===== src/rtl/sched_pkg.sv =====
// Shared types and helpers for the FFT/FIR engine scheduler.
package sched_pkg;

    typedef enum logic [1:0] {
        IDLE = 2'd0,
        RUN  = 2'd1,
        HOLD = 2'd2
    } sched_state_t;

    localparam logic [1:0] MODE_FFT = 2'b00;
    localparam logic [1:0] MODE_FIR = 2'b01;

    function automatic logic mode_legal(input logic [1:0] mode);
        return (mode == MODE_FFT) || (mode == MODE_FIR);
    endfunction

endpackage


===== src/rtl/rr_arbiter.sv =====
// Combinational round-robin pick: first asserted request at or after the pointer, wrapping.
module rr_arbiter
    import sched_pkg::*;
#(
    parameter  int NREQ    = 2,
    localparam int OWNER_W = $clog2(NREQ)
) (
    input  logic [NREQ-1:0]    i_req,
    input  logic [OWNER_W-1:0] i_ptr,
    output logic [OWNER_W-1:0] o_win,
    output logic               o_any
);

    int w_idx;

    always_comb begin
        o_any = 1'b0;
        o_win = '0;
        w_idx = 0;
        for (int k = 0; k < NREQ; k++) begin
            w_idx = int'(i_ptr) + k;
            if (w_idx >= NREQ) begin
                w_idx = w_idx - NREQ;
            end
            if (!o_any && i_req[w_idx[OWNER_W-1:0]]) begin
                o_any = 1'b1;
                o_win = w_idx[OWNER_W-1:0];
            end
        end
    end

endmodule


===== src/rtl/engine_scheduler.sv =====
// Round-robin owner of the shared FFT/FIR engines: grant, start, done/timeout watch, result hold.
// Define SCHED_STATS_EN to add saturating job statistics counters.
module engine_scheduler
    import sched_pkg::*;
#(
    parameter  int NREQ           = 2,
    parameter  int TIMEOUT_CYCLES = 4096,
    localparam int OWNER_W        = $clog2(NREQ)
) (
    input  logic                 clk,
    input  logic                 rstb,
    input  logic [NREQ-1:0]      req_valid,
    input  logic [2*NREQ-1:0]    req_mode,
    output logic [NREQ-1:0]      req_grant,
    output logic [NREQ-1:0]      job_done,
    output logic [NREQ-1:0]      job_err,
    input  logic [NREQ-1:0]      job_release,
    output logic                 fft_start,
    output logic                 fir_start,
    input  logic                 fft_done,
    input  logic                 fir_done,
    output logic                 engine_abort,
    output logic                 busy,
    output logic [OWNER_W-1:0]   owner
`ifdef SCHED_STATS_EN
    ,
    input  logic                 stat_clr,
    output logic [15:0]          stat_fft_jobs,
    output logic [15:0]          stat_fir_jobs,
    output logic [15:0]          stat_err_jobs
`endif
);

    localparam int              CNT_W    = $clog2(TIMEOUT_CYCLES);
    localparam logic [CNT_W-1:0] CNT_LAST = CNT_W'(TIMEOUT_CYCLES - 1);

    sched_state_t       r_state, w_state_nxt;
    logic [OWNER_W-1:0] r_ptr, w_ptr_nxt;
    logic [OWNER_W-1:0] r_owner, w_owner_nxt;
    logic [1:0]         r_mode, w_mode_nxt;
    logic [CNT_W-1:0]   r_cnt, w_cnt_nxt;
    logic [NREQ-1:0]    r_grant, r_done, r_err;
    logic [NREQ-1:0]    w_grant_nxt, w_done_nxt, w_err_nxt;
    logic               r_fft_start, r_fir_start, r_abort, r_busy;
    logic               w_fft_nxt, w_fir_nxt, w_abort_nxt;

    logic               w_any;
    logic [OWNER_W-1:0] w_win;
    logic [1:0]         w_win_mode;
    logic [NREQ-1:0]    w_win_oh, w_owner_oh;
    logic [OWNER_W-1:0] w_win_inc, w_owner_inc;
    logic               w_take, w_legal, w_eng_done, w_timeout, w_release;

    rr_arbiter #(.NREQ(NREQ)) u_arb (
        .i_req (req_valid),
        .i_ptr (r_ptr),
        .o_win (w_win),
        .o_any (w_any)
    );

    always_comb begin
        w_win_mode = MODE_FFT;
        w_win_oh   = '0;
        w_owner_oh = '0;
        for (int i = 0; i < NREQ; i++) begin
            if (w_win == OWNER_W'(i)) begin
                w_win_mode  = req_mode[2*i +: 2];
                w_win_oh[i] = 1'b1;
            end
            if (r_owner == OWNER_W'(i)) begin
                w_owner_oh[i] = 1'b1;
            end
        end
    end

    assign w_win_inc   = (w_win == OWNER_W'(NREQ - 1)) ? '0 : w_win + 1'b1;
    assign w_owner_inc = (r_owner == OWNER_W'(NREQ - 1)) ? '0 : r_owner + 1'b1;
    // The cycle right after any grant is never a grant cycle, keeping a one-cycle gap.
    assign w_take      = (r_state == IDLE) && w_any && (r_grant == '0);
    assign w_legal     = mode_legal(w_win_mode);
    assign w_eng_done  = (r_mode == MODE_FFT) ? fft_done : fir_done;
    assign w_timeout   = (r_cnt == CNT_LAST);
    assign w_release   = |(job_release & w_owner_oh);

    always_ff @(posedge clk or negedge rstb) begin
        if (!rstb) begin
            r_state <= IDLE;
        end else begin
            r_state <= w_state_nxt;
        end
    end

    always_comb begin
        w_state_nxt = r_state;
        case (r_state)
            IDLE: if (w_take && w_legal) w_state_nxt = RUN;
            RUN: begin
                if (w_eng_done) begin
                    w_state_nxt = HOLD;
                end else if (w_timeout) begin
                    w_state_nxt = IDLE;
                end
            end
            HOLD:    if (w_release) w_state_nxt = IDLE;
            default: w_state_nxt = IDLE;
        endcase
    end

    always_comb begin
        w_grant_nxt = '0;
        w_done_nxt  = '0;
        w_err_nxt   = '0;
        w_fft_nxt   = 1'b0;
        w_fir_nxt   = 1'b0;
        w_abort_nxt = 1'b0;
        w_ptr_nxt   = r_ptr;
        w_owner_nxt = r_owner;
        w_mode_nxt  = r_mode;
        w_cnt_nxt   = '0;
        case (r_state)
            IDLE: begin
                if (w_take) begin
                    w_grant_nxt = w_win_oh;
                    if (w_legal) begin
                        w_owner_nxt = w_win;
                        w_mode_nxt  = w_win_mode;
                        w_fft_nxt   = (w_win_mode == MODE_FFT);
                        w_fir_nxt   = (w_win_mode == MODE_FIR);
                    end else begin
                        w_err_nxt = w_win_oh;
                        w_ptr_nxt = w_win_inc;
                    end
                end
            end
            RUN: begin
                // Done takes priority over a timeout landing in the same cycle.
                if (w_eng_done) begin
                    w_done_nxt = w_owner_oh;
                end else if (w_timeout) begin
                    w_abort_nxt = 1'b1;
                    w_err_nxt   = w_owner_oh;
                    w_ptr_nxt   = w_owner_inc;
                    w_owner_nxt = '0;
                end else begin
                    w_cnt_nxt = r_cnt + 1'b1;
                end
            end
            HOLD: begin
                if (w_release) begin
                    w_ptr_nxt   = w_owner_inc;
                    w_owner_nxt = '0;
                end
            end
            default: begin
                w_owner_nxt = '0;
            end
        endcase
    end

    always_ff @(posedge clk or negedge rstb) begin
        if (!rstb) begin
            r_ptr       <= '0;
            r_owner     <= '0;
            r_mode      <= MODE_FFT;
            r_cnt       <= '0;
            r_grant     <= '0;
            r_done      <= '0;
            r_err       <= '0;
            r_fft_start <= 1'b0;
            r_fir_start <= 1'b0;
            r_abort     <= 1'b0;
            r_busy      <= 1'b0;
        end else begin
            r_ptr       <= w_ptr_nxt;
            r_owner     <= w_owner_nxt;
            r_mode      <= w_mode_nxt;
            r_cnt       <= w_cnt_nxt;
            r_grant     <= w_grant_nxt;
            r_done      <= w_done_nxt;
            r_err       <= w_err_nxt;
            r_fft_start <= w_fft_nxt;
            r_fir_start <= w_fir_nxt;
            r_abort     <= w_abort_nxt;
            r_busy      <= (w_state_nxt != IDLE);
        end
    end

    assign req_grant    = r_grant;
    assign job_done     = r_done;
    assign job_err      = r_err;
    assign fft_start    = r_fft_start;
    assign fir_start    = r_fir_start;
    assign engine_abort = r_abort;
    assign busy         = r_busy;
    assign owner        = r_owner;

`ifdef SCHED_STATS_EN
    logic [15:0] r_stat_fft, r_stat_fir, r_stat_err;
    logic        w_fft_evt, w_fir_evt, w_err_evt;

    assign w_fft_evt = (r_state == RUN) && w_eng_done && (r_mode == MODE_FFT);
    assign w_fir_evt = (r_state == RUN) && w_eng_done && (r_mode == MODE_FIR);
    assign w_err_evt = |w_err_nxt;

    always_ff @(posedge clk or negedge rstb) begin
        if (!rstb) begin
            r_stat_fft <= '0;
            r_stat_fir <= '0;
            r_stat_err <= '0;
        end else if (stat_clr) begin
            r_stat_fft <= '0;
            r_stat_fir <= '0;
            r_stat_err <= '0;
        end else begin
            if (w_fft_evt && (r_stat_fft != 16'hFFFF)) r_stat_fft <= r_stat_fft + 16'd1;
            if (w_fir_evt && (r_stat_fir != 16'hFFFF)) r_stat_fir <= r_stat_fir + 16'd1;
            if (w_err_evt && (r_stat_err != 16'hFFFF)) r_stat_err <= r_stat_err + 16'd1;
        end
    end

    assign stat_fft_jobs = r_stat_fft;
    assign stat_fir_jobs = r_stat_fir;
    assign stat_err_jobs = r_stat_err;
`endif

endmodule

===== config.mk =====
export PLATFORM = sky130hd
export DESIGN_NAME = engine_scheduler
export DESIGN_NICKNAME = d
export VERILOG_FILES = /design/src/rtl/sched_pkg.sv /design/src/rtl/rr_arbiter.sv /design/src/rtl/engine_scheduler.sv
export SDC_FILE = /design/constraint.sdc
export NUM_CORES = 1
export LEC_CHECK = 0
export CELL_PAD_IN_SITES_DETAIL_PLACEMENT = 0
export CELL_PAD_IN_SITES_GLOBAL_PLACEMENT = 1
export CORE_AREA = 4 4 73 75
export CTS_BUF_LIST = sky130_fd_sc_hd__clkbuf_8
export CTS_CLUSTER_DIAMETER = 30
export DETAILED_ROUTE_END_ITERATION = 12
export DIE_AREA = 0 0 77 79
export PLACE_DENSITY_LB_ADDON = 0.1
export SYNTH_ARGS = -nofsm -noshare
export SYNTH_HDL_FRONTEND = slang
export SYNTH_SLANG_ARGS = --single-unit

===== constraint.sdc =====
create_clock -name clk -period 3.7 [get_ports clk]
set_clock_uncertainty 0.1 [all_clocks]
set_input_delay 0.74 -clock clk [delete_from_list [all_inputs] [get_ports clk]]
set_output_delay 0.74 -clock clk [all_outputs]
set_load 0.02 [all_outputs]

Yosys cells after proc, flatten, opt, wreduce, memory -nomap -nowiden
Index checks and enable logic that the tools add are counted.
{"block": "totals", "reg_bits": 28, "latchBits": 0, "ram_bits": 0, "romBits": 0, "out_inout_bits": 11, "memories": 0}
{"block": "classes", "add_sub_neg": 6, "n_mul": 0, "n_div": 0, "n_lt_le_gt_ge": 4, "n_eq_ne": 10, "shifts": 0, "muxes": 56, "bitwise_logic": 1, "n_reduce_logical": 16}
{"cell": "two-way mux 1 bit", "count": 36}
{"cell": "two-way mux 12 bit", "count": 3}
{"cell": "two-way mux 2 bit", "count": 13}
{"cell": "adder 12 x 1 -> 12 bit (second input constant)", "count": 1}
{"cell": "== test 12 bit (second input constant)", "count": 1}
{"cell": "inequality test 2 bit (second input constant)", "count": 6}
{"cell": "logical NOT 2 bit", "count": 4}
{"cell": "case mux 1 bit (3 select lines)", "count": 2}
{"cell": "case mux 2 bit (3 select lines)", "count": 1}
{"cell": "AND reduction 6 bit", "count": 1}
{"cell": "AND reduction 5 bit", "count": 1}
{"cell": "== test 2 x 1 -> 1 bit (second input constant)", "count": 2}
{"cell": "logical AND 1 bit", "count": 4}
{"cell": "< comparator 1 x 2 -> 1 bit (second input constant)", "count": 2}
{"cell": "case mux 2 bit (2 select lines)", "count": 1}
{"cell": "AND reduction 3 bit", "count": 1}
{"cell": "nonzero test 3 bit", "count": 1}
{"cell": "adder 1 bit (second input constant)", "count": 2}
{"cell": "adder 1 x 1 -> 2 bit (second input constant)", "count": 1}
{"cell": "AND 2 bit", "count": 1}
{"cell": "== test 2 bit (second input constant)", "count": 1}
{"cell": "greater-or-equal comparator 1 x 2 -> 1 bit (second input constant)", "count": 1}
{"cell": "greater-or-equal comparator 2 bit (second input constant)", "count": 1}
{"cell": "nonzero test 2 bit", "count": 1}
{"cell": "4 further kinds", "count": 5}

Depth between registers and ports, before layout
{"block": "depth", "ltp_word": 15, "ltp_mapped": 8}

By module
Synthesis repeated with hierarchy kept, for this count alone.
{"block": "hier_totals", "hier_cells": 129, "hier_area_um2": 1372.6}
{"mod": "engine_scheduler", "instances": 1, "cells_per_inst": 126, "area_each_um2": 1355.0}
{"mod": "rr_arbiter", "instances": 1, "cells_per_inst": 3, "area_each_um2": 17.5}

Least setup slack after synthesis
No wires, ideal clock.
{"block": "synth_timing", "path_type": "input to register", "start": "input port fft_done", "end": "register r_busy, in the netlist busy", "t_arrival_ps": 1936, "required_time_ps": 3505, "path_slack_ps": 1568, "cell_stages": 6, "path_buffers": 1, "cell_sequence": "nor3b_1 -> or3_4 -> or2_1 -> buf_6 -> nor2b_4 -> o32ai_2"}
{"block": "synth_via", "elab_chain_cells": 4}
{"item": "start, declared", "line": "engine_scheduler.sv:20", "rtl": "input logic fft_done,"}
{"item": "two-way mux 1 bit", "line": "engine_scheduler.sv:81", "rtl": "assign w_eng_done = (r_mode == MODE_FFT) ? fft_done : fir_done;"}
{"item": "two-way mux 2 bit", "line": "engine_scheduler.sv:98", "rtl": "if (w_eng_done) begin"}
{"item": "case mux 2 bit (3 select lines)", "line": "engine_scheduler.sv:95", "rtl": "case (r_state)"}
{"item": "nonzero test 2 bit", "line": "engine_scheduler.sv:184", "rtl": "r_busy <= (w_state_nxt != IDLE);"}
{"item": "end signal, assigned", "line": "engine_scheduler.sv:184"}
{"item": "end, declared", "line": "engine_scheduler.sv:44", "rtl": "logic r_fft_start, r_fir_start, r_abort, r_busy;"}
Every way passes these cells.
A chain may end at the register's enable or synchronous reset.

Worst setup path in the final report
{"block": "layout_timing", "start": "input port fft_done", "end": "register r_ptr"}
{"block": "layout_via", "elab_chain_cells": 3}
{"item": "two-way mux 1 bit", "line": "engine_scheduler.sv:81"}
{"item": "inequality test 2 bit (no line)"}
{"item": "AND reduction 6 bit (no line)"}
{"item": "end signal, assigned", "line": "engine_scheduler.sv:174", "rtl": "r_ptr <= w_ptr_nxt;"}
{"item": "end, declared", "line": "engine_scheduler.sv:38", "rtl": "logic [OWNER_W-1:0] r_ptr, w_ptr_nxt;"}
Every way passes these cells.

==> results.md <==
* CTS root buffer: clkbuf_8
* Post-synth top area share at 0.5195
* Commonest cells in the netlist: dfrtp_1, nor2_1, inv_1
* Port Buffers at 22
* Rel. slew slack at 0.5719
* TritonRoute pass-1 iters at 4
* Vias in the first global route at roughly 1100
* Maximum vdd drop at 0.2749 mV
* Multi-input logic area at 591.8 um^2
* Die width at roughly 77 um
* Cts repair resizes at 0
* Hold-fix buffers, CTS at 0
* Post-CTS setup buffer count at 0
* Reg clk slew, reported paths at about 0.10 ns
* Most frequent cell after synthesis: dfrtp_1
* Max Cap Viol at 0
* Die Height at 79 um
* Via count at approximately 970
* Setup violators final at 0
* Final Worst Setup Slack at ~1.3 ns
* Syn_area_per_cell at roughly 10 um^2
* Total CTS buffers at 3
* Number of flops mapped to enable cells by yosys at 0
* Type of the worst min-delay path: reg -> reg
* Synth top area cells: dfrtp_1, nor2_1, ha_1
* Final nets at approximately 170
* Synthesis Warnings at 0
* Via density at 4.627
* Fmax at ~0.41 GHz
* Avg WL per Cell at 14.00 um
* Worst Setup Path Type: in -> reg
* Register area share after synthesis at 0.5195
* # clock sinks at 28
* Gr usage total at 0.1073
* Req. time, crit path at ~3.8 ns
* Initial antenna violation count at 0
* Largest net degree at the start of global routing at 29
* Count of cell types in the netlist at 38
* Setup crit start kind: primary input
* Die area at 6083 um^2
* Synth area leader: dfrtp_1
* Sequential cell area at approximately 700 um^2
* Post-DP HPWL at between 2000 and 2500 um
* Worst Tran Pin Value at between 0.6 and 0.7 ns
* Final worst path period share at 0.6576
* Pwr dens at between 500 and 600 nW/um^2
* H-tree levels at 1
* GPL Wtd Cong at 0.7636
* Remaining global-route overflow at 0
* Cell row count at 25
* First-pass GRT wire length at roughly 5200 um
* Final Max Tran Viols at 0
* Syn nets at between 100 and 150
* Final Hold Vio Count at 0
* Syn-to-layout area delta at 25.14%
* Wirelength, routed at 2925 um
* Core area at 4661 um^2
* Fraction of registers with async set/reset at 1.000
* Final TNS setup at 0 ns
* Dpl ws at about 0.94 ns
* DRT iter0 DRCs at 22
* Worst-skew pair later-pin latency at about 0.27 ns
* Total power at 0.0009790 W
* Number of fillers in the final layout at about 470
* Finished Cell Area at 1688 um^2
* Initial Utilization at 0.2894
* Longest Clk Path Bufs at 2
* Crit path DAT at between 2 and 3 ns
* Layout cell share with drive strength beyond 1 at 0.08387
* Main synth FF type: dfrtp_1
* CTS tree: done
* Final std cells w/o fill at roughly 210
* RSZ-0062 raised after global routing: false
* # IOs at 23
* Mapped cell area at approximately 1300 um^2
* Period minus WS final at roughly 2.4 ns
* # DRC at 0
* Maximum fanout along the worst path at 4
* Dpl cells at between 200 and 250
* FF+latch count, synth at 28
* Antenna Cells at 0
* ANT nets after route at 0
* Placed cell areas at 1633 um^2
* Pleak at 0.7338 nW
* Setup crit end kind: flip-flop
* Post-synthesis instance total at 129
* Status: completed
==> layer usage <==
layer,GRT usage,wire length [um]
met1,0.1314,1340
met5,0,0
met2,0.1899,1478
met3,0.02268,91
met4,0.03203,15
==> power by group <==
part	total (W)	switching [W]	internal, W
Clock	0.000188	0.0000924	0.0000951
Combinational	0.000383	0.000210	0.000174
Sequential	0.000408	0.0000465	0.000361
==> final timing paths <==
check | startpoint | endpoint | slack (ns) | depth (start not counted)
worst max register to register | r_state[1] | busy | 1.50 | 7
worst min register to register | r_cnt[0] | r_cnt[0] | 0.39 | 1
worst min-delay path | r_cnt[0] | r_cnt[0] | 0.39 | 1
worst max-delay path | fft_done | r_ptr | 1.27 | 6
max in group asynchronous | rstb | r_mode[1] | 2.48 | 2
min in group asynchronous | rstb | r_cnt[0] | 0.75 | 2
==> through the flow <==
step	hold slack, ns	utilization
after floorplan	0.3432	-
after global placement	0.3812	0.3503
after detailed placement	0.3846	0.3503
after CTS	0.3988	0.3621
after global routing	0.4304	0.3621
final	0.3942	0.3621
==> cells in the final DEF (no fill, tap or decap), types with 2 or more instances in the layout <==
master and instances:
dfrtp_1 28, clkdlybuf4s50_1 22, nor2_1 21, inv_1 12, nand3_1 7, xnor2_1 6, ha_1 6, nand2_1 4
a21oi_1 4, nor3_1 4, clkbuf_8 4, o21ai_0 3, xor2_1 3, mux2i_1 2, nor2b_1 2, o21ai_1 2
a32o_1 2
==> registers in the layout, indices dropped and copies added, names as in the netlist <==
signal	cells
owner	1
r_mode	2
fft_start	1
r_cnt	12
engine_abort	1
r_state	2
job_done	2
job_err	2
r_ptr	1
fir_start	1
busy	1
req_grant	2
==> worst max-delay path: stages <==
cell and delay, ns:
clkdlybuf4s50_1 0.39, nor3b_1 0.14, o21ai_1 0.30, o2111ai_1 0.22
a311oi_1 0.33, mux2_2 0.37
==> final cells by class <==
cell class,count,area share
Tap cell,54,0.04003
Inverter,12,0.02669
Clock buffer,4,0.03262
Sequential cell,28,0.4151
Timing Repair Buffer,23,0.1349
Multi-Input combinational cell,88,0.3506
==> logic make-up after synthesis <==
| family | synth area share |
|---|---|
| compound gates | 0.1002 |
| xor+xnor | 0.05844 |
| fa+ha+maj | 0.05566 |
| buf+inv | 0.04174 |
| flops | 0.5195 |
| mux | 0.02319 |
| simple gates | 0.2013 |
No activity file was read; power rests on OpenSTA's default activity.
